`config.mk`:
```
export PLATFORM = sky130hd
export DESIGN_NAME = dma_priority_timing_ctrl
export DESIGN_NICKNAME = d
export VERILOG_FILES = /design/src/rtl/dma_priority_timing_ctrl.sv
export SDC_FILE = /design/constraint.sdc
export NUM_CORES = 1
export LEC_CHECK = 0
export ABC_AREA = 1
export CORE_ASPECT_RATIO = 1.2
export CORE_MARGIN = 3
export CORE_UTILIZATION = 31
export CTS_CLUSTER_DIAMETER = 30
export CTS_CLUSTER_SIZE = 10
export DETAILED_ROUTE_END_ITERATION = 7
export PLACE_DENSITY = 0.74
export SLEW_MARGIN = 25
export SYNTH_ARGS = -nofsm -noshare
export SYNTH_HDL_FRONTEND = slang
export SYNTH_SLANG_ARGS = --single-unit
export TNS_END_PERCENT = 100
```
`constraint.sdc`:
```
create_clock -name CLK -period 1.2 [get_ports CLK]
set_input_delay 0.18 -clock CLK [delete_from_list [all_inputs] [get_ports CLK]]
set_output_delay 0.18 -clock CLK [all_outputs]
set_load 0.005 [all_outputs]
```
`src/rtl/dma_priority_timing_ctrl.sv`:
```
// Single-transfer DMA sequencer: arbitrates DREQ, handshakes HRQ/HLDA and times S0..S5.
// Optional build macro ROTATING_PRIORITY_EN enables the rotating-priority pointer.
module dma_priority_timing_ctrl #(
    parameter int CHANNELS = 4
) (
    input  logic                CLK,
    input  logic                RESET_N,
    input  logic [CHANNELS-1:0] DREQ,
    input  logic [CHANNELS-1:0] chMask,
    input  logic                cmdDisable,
    input  logic                cmdRotPri,
    input  logic [1:0]          xferType,
    input  logic                HLDA,
    input  logic                EOP_N,
    input  logic                tcReached,
    output logic                HRQ,
    output logic [CHANNELS-1:0] DACK,
    output logic                AEN,
    output logic                MEMR_N,
    output logic                MEMW_N,
    output logic                IOR_N,
    output logic                IOW_N,
    output logic                programCondition,
    output logic                loadAddr,
    output logic                incrTemporaryAddressReg,
    output logic                decrTemporaryWordCountReg,
    output logic                updateCurrentAddressReg,
    output logic                updateCurrentWordCountReg,
    output logic                intEOP,
    output logic [2:0]          fsm_state
);

    localparam int CW = (CHANNELS > 1) ? $clog2(CHANNELS) : 1;

    typedef enum logic [2:0] {
        IDLE = 3'd0,
        S0   = 3'd1,
        S1   = 3'd2,
        S2   = 3'd3,
        S3   = 3'd4,
        S4   = 3'd5,
        S5   = 3'd6
    } state_t;

    state_t          state;
    state_t          state_next;
    logic [CW-1:0]   ch;
    logic [CW-1:0]   win;
    logic            eop_latch;
    logic [CHANNELS-1:0] elig;
    logic            any_elig;
    logic            in_xfer;
    logic [CW-1:0]   start;

    assign elig     = DREQ & ~chMask & {CHANNELS{~cmdDisable}};
    assign any_elig = |elig;
    assign in_xfer  = (state == S1) || (state == S2) || (state == S3) ||
                      (state == S4) || (state == S5);

`ifdef ROTATING_PRIORITY_EN
    logic [CW-1:0] rot_ptr;

    assign start = cmdRotPri ? rot_ptr : '0;

    always_ff @(posedge CLK) begin
        if (!RESET_N) begin
            rot_ptr <= '0;
        end else if (state == S5 && HLDA) begin
            rot_ptr <= (ch == CW'(CHANNELS - 1)) ? '0 : ch + 1'b1;
        end
    end
`else
    logic unused_rot_pri;

    assign unused_rot_pri = cmdRotPri;
    assign start          = '0;
`endif

    // Descending scan so the last hit is the closest channel at or after the start point.
    always_comb begin
        win = '0;
        for (int k = CHANNELS - 1; k >= 0; k--) begin
            int idx;
            idx = (int'(start) + k) % CHANNELS;
            if (elig[idx]) begin
                win = CW'(idx);
            end
        end
    end

    always_ff @(posedge CLK) begin
        if (!RESET_N) begin
            state <= IDLE;
        end else begin
            state <= state_next;
        end
    end

    always_comb begin
        state_next = state;
        case (state)
            IDLE: if (any_elig) state_next = S0;
            S0: begin
                if (!DREQ[ch])  state_next = IDLE;
                else if (HLDA)  state_next = S1;
            end
            S1: state_next = HLDA ? S2 : IDLE;
            S2: state_next = HLDA ? S3 : IDLE;
            S3: state_next = HLDA ? S4 : IDLE;
            S4: state_next = HLDA ? S5 : IDLE;
            S5: state_next = IDLE;
            default: state_next = IDLE;
        endcase
    end

    // Channel is captured only on the grant; the EOP latch lives only within S1..S5.
    always_ff @(posedge CLK) begin
        if (!RESET_N) begin
            ch        <= '0;
            eop_latch <= 1'b0;
        end else begin
            if (state == IDLE && any_elig) begin
                ch <= win;
            end
            if (in_xfer && !HLDA) begin
                eop_latch <= 1'b0;
            end else begin
                case (state)
                    S1, S2, S3: eop_latch <= eop_latch | ~EOP_N;
                    S4:         eop_latch <= eop_latch | ~EOP_N | tcReached;
                    default:    eop_latch <= 1'b0;
                endcase
            end
        end
    end

    always_comb begin
        HRQ                       = 1'b0;
        DACK                      = '0;
        AEN                       = 1'b0;
        MEMR_N                    = 1'b1;
        MEMW_N                    = 1'b1;
        IOR_N                     = 1'b1;
        IOW_N                     = 1'b1;
        programCondition          = (state == IDLE) && !HLDA;
        loadAddr                  = 1'b0;
        incrTemporaryAddressReg   = 1'b0;
        decrTemporaryWordCountReg = 1'b0;
        updateCurrentAddressReg   = 1'b0;
        updateCurrentWordCountReg = 1'b0;
        intEOP                    = 1'b0;

        if (state == S0 || in_xfer) begin
            HRQ = 1'b1;
        end
        if (in_xfer) begin
            AEN      = 1'b1;
            DACK[ch] = 1'b1;
        end
        if (state == S2 || state == S3) begin
            IOR_N  = !(xferType == 2'b01);
            MEMR_N = !(xferType == 2'b10);
        end
        if (state == S3) begin
            MEMW_N = !(xferType == 2'b01);
            IOW_N  = !(xferType == 2'b10);
        end
        if (state == S1) begin
            loadAddr = 1'b1;
        end
        if (state == S4) begin
            incrTemporaryAddressReg   = 1'b1;
            decrTemporaryWordCountReg = 1'b1;
        end
        // A hold release in S5 is an abort, so the commit pulses are withheld.
        if (state == S5 && HLDA) begin
            updateCurrentAddressReg   = 1'b1;
            updateCurrentWordCountReg = 1'b1;
            intEOP                    = eop_latch;
        end
    end

    assign fsm_state = state;

endmodule

```
==> results.toml, run 1 <==
[power_and_ir_drop]
switching_power_mw = 0.372
p_clk_frac = 0.202
p_sw_frac = 0.385
power.density_mw_per_mm2 = 696
seqPwrFrac = 0.249
combPwrFrac = 0.549
p_leak_nw = 0.662
p_int_mw = 0.594
peakVddDrop_mv = 0.895

[timing]
max_slew_margin = 0.786
fin_ws_ns = -0.322
max_freq_mhz = 657
min_period_ns = 1.52
worstMarginPinSlew_ns = 0.321
hold_violations = 0
tns_ns = -4.66
slew_violations = 0
setup_viol_count_final = 22
fin_crit_sh = 1.27
grt_setup_unrepaired = "yes"
finalClockSkew_ns = 0.00318

[setup_path]
worstPathArrival_ns = 1.34
cpMostUsedCell = "buf_6"
cp_max_fo = 3
critPathMaxStageDelay_ns = 0.32
r2r_cells = 10
required_ns = 1.02
path_class = "flop to output pin"
slowest_stage = "dfxtp_2"
cp_cell_sequence = "inv_2 -> buf_6 -> buf_4 -> nor3_4 -> or2_4 -> buf_6"
start_kind = "flop"
critPathCaptureType = "output pin"

[floorplan]
die_h_microns = 52.7
initial_utilization = 0.336
fp.dieW_microns = 44.9
core_region_area_sq_mm = 0.00168
die_area_sq_mm = 0.00237
num_rows = 16
io-pin-count = 37

[cells_and_area]
diodes = 0
final_nets = 190
layout_common_cells = "nand2_1, buf_4, buf_6, clkdlybuf4s50_1, buf_2"
synthToLayoutAreaGrowth_pct = 146
fillCellCount = 105
final_common_cell = "nand2_1"
fin_util = 0.826
drive_gt1_frac = 0.621

[cts]
cts_tree = "done"
clkTransAtPathRegs_ns = 0.05
htreeDepth = 1
ctsLongestPathBuffers = 2
cts.hold.buffers_added = 0
cts_root_buffer = "clkbuf_4"
cts.sinks = 6
cts_made_buffers = 3
clk_latency_ns = 0.25

[drt]
wl_microns = 2870
viasPerCell = 5.30
routedWlPerCell_microns = 15.4
ant_nets = 0
drt_iter0_drc = 6
drc = 0
vias = 991
drt_pass1_iterations = 4

[yosys]
yosys_warnings = 0
ys_seq_area_frac = 0.213
syn_area_sq_um = 564
ys_seq_elements = 6
syn_area_per_cell_sq_um = 5.64
synthDistinctLibCells = 18
synthCells = 100
syn_nets = 119

[place]
gp_congestion = 0.890
hpwl_microns = 1540
port_buffers = 35

[grt]
gr-usage-all-layers = 0.241
first_global_vias = 999
grt_pass1_wl_microns = 4130
antenna_found_initial = 0
grt_max_degree = 7
gr-total-overflow = 0

[run_status]
status = "finished, violations left"
violations = "negative setup slack"

[hold_path]
worstHoldPathCells = 4
hold_class = "input port to flop"

[flow_run]
drv_cap = 0
-- layer usage --
layer,global-route usage,up-vias,share of wire
li1,-,460,-
met2,0.474,55,0.55
met4,0.166,0,0.060
met1,0.205,459,0.32
met3,0.0447,17,0.063
met5,0,-,0
-- worst paths after layout --
kind,start,endpoint,slack [ns]
max,fsm_state[0],HRQ,-0.32
max reg2reg,fsm_state[1],fsm_state[0],-0.19
min,EOP_N,eop_latch,0.53
min reg2reg,eop_latch,eop_latch,0.56
-- state kept, by name (all words and copies together), names as in the netlist --
name       count
fsm_state      3
ch             2
eop_latch      1
-- synth_stat cells --
library cell,n,area [sq um]
or2_2,2,12.5
inv_1,15,56.3
o21ai_0,2,10.0
a211oi_1,1,7.51
nor3_2,2,20.0
nand3b_1,1,7.51
nand2_1,30,113
nor3_1,7,35.0
ha_1,2,25.0
o21ai_1,1,5.00
nor4_1,2,12.5
nand3_1,11,55.1
a21oi_1,3,15.0
dfxtp_1,6,120
inv_2,2,7.51
nor2_1,9,33.8
buf_4,3,22.5
nor2_2,1,6.26
-- cell type report --
type / instances / area (sq um) / share of cell area
flip-flops and latches: 6 / 130 / 0.0937
clock buffers: 3 / 22.5 / 0.0162
multi-input cells: 74 / 567 / 0.408
inverters: 17 / 73.8 / 0.0532
repair buffers: 69 / 573 / 0.413
well taps: 18 / 22.5 / 0.0162
-- cell families after synthesis --
family,synth area share
AOI/OAI and AO/OA,0.0665
adders and majority gates,0.0443
buffers and inverters,0.153
DFF,0.213
and+or+nand+nor,0.523
-- worst max-delay path, delay by kind of cell, from the launching register on --
kind	cells	cell delay, ns
simple gates	2	0.28
flops	1	0.32
buf+inv	4	0.48
-- power by group through the flow --
stage	registers (mW)	clock network, mW	logic [mW]
after global routing	0.243	0.224	0.563
after CTS	0.239	0.193	0.446
after detailed placement	0.238	0	0.358
final	0.241	0.195	0.530
after global placement	0.237	0	0.347
after floorplan	0.238	0	0.143
-- through the flow --
stage	hold WS [ns]	worst slack, ns	instances	power [mW]	instance area [sq um]
floorplan	0.306	-0.0237	100	0.381	596
global placement	0.525	-0.395	173	0.584	1110
detailed placement	0.526	-0.453	173	0.596	1110
CTS	0.515	-0.301	185	0.878	1320
global route	0.561	-0.392	187	1.03	1390
finish	0.532	-0.322	187	0.966	1390
-- what timing repair did --
action,4_1_cts,5_1_grt
pin swaps,12,9
endpoints found under the setup margin,25,25
resized for setup,125,22
gates cloned,0,0
setup buffers,9,2
Note: power is estimated with default switching activity, not from simulation.
==> run 2, diff against run 1 <==
--- a/config.mk
+++ b/config.mk
@@ -13,6 +13,8 @@
 export CTS_CLUSTER_SIZE = 10
 export DETAILED_ROUTE_END_ITERATION = 7
 export PLACE_DENSITY = 0.74
+export RECOVER_POWER = 50
+export SKIP_CTS_REPAIR_TIMING = 1
 export SLEW_MARGIN = 25
 export SYNTH_ARGS = -nofsm -noshare
 export SYNTH_HDL_FRONTEND = slang
==> run 2 against run 1 <==
Critical endpoint unchanged. Clock-buffer cell count did not move. Clock power rose by 4%. Register-to-register slack improved by 0.02 ns. The run still ends with negative setup slack left. First-iteration DRC count rose by 17%.
==> results.toml, run 2 (same netlist as run 1, synthesis figures left out) <==
[run_status]
status = "finished, violations left"
violations = "negative setup slack"

[grt]
gr-total-overflow = 0
grt_max_degree = 7
antenna_found_initial = 0
grt_pass1_wl_microns = 3050
gr-usage-all-layers = 0.172
first_global_vias = 790

[setup_path]
start_kind = "flop"
slowest_stage = "dfxtp_4"
r2r-start = "fsm_state[2]"
cp_cell_sequence = "inv_6 -> ha_4 -> nand2_4 -> or2_4 -> buf_6"
crit_cells = 5
reg2reg_setup_slack_ns = -0.17
r2r_end = "fsm_state[1]"
critPathCaptureType = "output pin"
path_class = "flop to output pin"
critPathTopFamily = "flip-flops"
required_ns = 1.02
worst-path-buf-inv = 2
worstPathArrival_ns = 1.32
r2r_cells = 9
cp_max_fo = 3
critPathMaxStageDelay_ns = 0.37

[power_and_ir_drop]
switching_power_mw = 0.314
peakVddDrop_mv = 0.501
combPwrFrac = 0.493
power.density_mw_per_mm2 = 668
seqPwrFrac = 0.275
p_leak_nw = 0.732
p_int_mw = 0.558
p_clk_frac = 0.231
p_sw_frac = 0.360

[cts]
cts_root_buffer = "clkbuf_4"
cts_tree = "done"
cts_made_buffers = 3
cts.sinks = 6
htreeDepth = 1
clk_latency_ns = 0.26
ctsLongestPathBuffers = 2
clkTransAtPathRegs_ns = 0.05

[drt]
viasPerCell = 4.85
drt_pass1_iterations = 4
drc = 0
vias = 883
ant_nets = 0
routedWlPerCell_microns = 12.3
drt_iter0_drc = 7
wl_microns = 2230

[hold_path]
holdPathEnd = "fsm_state[0]"
hold_class = "input port to flop"
worstHoldPathCells = 3
min-delay-start = "RESET_N"

[timing]
hold-worst-slack_ns = 0.494
max_slew_margin = 0.839
min_period_ns = 1.50
hold_violations = 0
grt_setup_unrepaired = "yes"
worstMarginPinSlew_ns = 0.239
fin_crit_sh = 1.25
slew_violations = 0
setup_viol_count_final = 23
finalClockSkew_ns = 0.00121
max_freq_mhz = 666
fin_ws_ns = -0.302

[cells_and_area]
design_area_sq_mm = 0.00131
fillCellCount = 119
stdcell_count = 182
diodes = 0
final_nets = 185
largest_reg_flops = 3
drive_gt1_frac = 0.518
layout_common_cells = "nand2_1, buf_4, clkdlybuf4s50_1, inv_1"
synthToLayoutAreaGrowth_pct = 131
fin_util = 0.777

[floorplan]
fp.dieW_microns = 44.9
io-pin-count = 37
die_h_microns = 52.7
initial_utilization = 0.336
num_rows = 16
die_area_sq_mm = 0.00237
core_region_area_sq_mm = 0.00168

[place]
hpwl_microns = 1540
dpl_cell_area_sq_mm = 0.00111
port_buffers = 35
place_inst = 173
gp_congestion = 0.890
pre_cts_ws_ns = -0.453

[flow_run]
drv_cap = 0
[run 2: cell count changes in the layout (fill, tap and decap cells not counted), moves of 2 or more]
cell,change
dlymetal6s2s_1,+7
buf_2,-10
nand3_1,+3
buf_4,+5
nor2_2,-2
inv_1,+2
clkbuf_2,+5
buf_6,-12
nand3_2,-2
[run 2: worst max-delay path by stage]
stage                  from      end
6_report       fsm_state[2]      HRQ
5_1_grt        fsm_state[2]      HRQ
4_1_cts        fsm_state[2]  DACK[2]
3_5_place_dp   fsm_state[2]  DACK[2]
3_3_place_gp   fsm_state[2]  DACK[2]
2_1_floorplan  fsm_state[2]      HRQ
[run 2: cell type report]
| type | instances | area, sq um | share of cell area |
|---|---|---|---|
| Timing Repair Buffer | 64 | 538 | 0.412 |
| Tap cell | 18 | 22.5 | 0.0172 |
| Clock buffer | 3 | 22.5 | 0.0172 |
| Multi-Input combinational cell | 74 | 519 | 0.398 |
| Sequential cell | 6 | 133 | 0.102 |
| Inverter | 17 | 71.3 | 0.0546 |
[run 2: layer usage]
metal	wire, microns	share of wire	global-route usage
met4	83	0.037	0.0634
met2	1250	0.56	0.349
met3	159	0.071	0.0344
met5	0	0	0
met1	739	0.33	0.159
[run 2: per-stage QoR]
step / total power, mW / setup TNS (ns)
after detailed placement: 0.596 / -7.27
after floorplan: 0.381 / -0.0973
final: 0.872 / -4.10
after CTS: 0.789 / -11.50
after global placement: 0.584 / -6.51
after global routing: 0.935 / -5.39
[run 2: worst register-to-register path, delay by kind of cell (launching register included)]
kind / cells / cell delay, ns
flip-flops: 1 / 0.36
AO/OA/AOI/OAI: 1 / 0.11
AND/OR/NAND/NOR: 4 / 0.28
buffers and inverters: 4 / 0.52
[run 2: power groups by stage]
stage	Clock [mW]	Sequential [mW]	Combinational (mW)
after global routing	0.218	0.243	0.474
after global placement	0	0.237	0.347
after floorplan	0	0.238	0.143
final	0.202	0.240	0.430
after detailed placement	0	0.238	0.358
after CTS	0.193	0.234	0.362
==> run 3, diff against run 2 <==
--- a/config.mk
+++ b/config.mk
@@ -6,6 +6,7 @@
 export NUM_CORES = 1
 export LEC_CHECK = 0
 export ABC_AREA = 1
+export CAP_MARGIN = 25
 export CORE_ASPECT_RATIO = 1.2
 export CORE_MARGIN = 3
 export CORE_UTILIZATION = 31
==> results of run 3 <==
No change in the layout: final DEF, timing and power equal those of run 2.
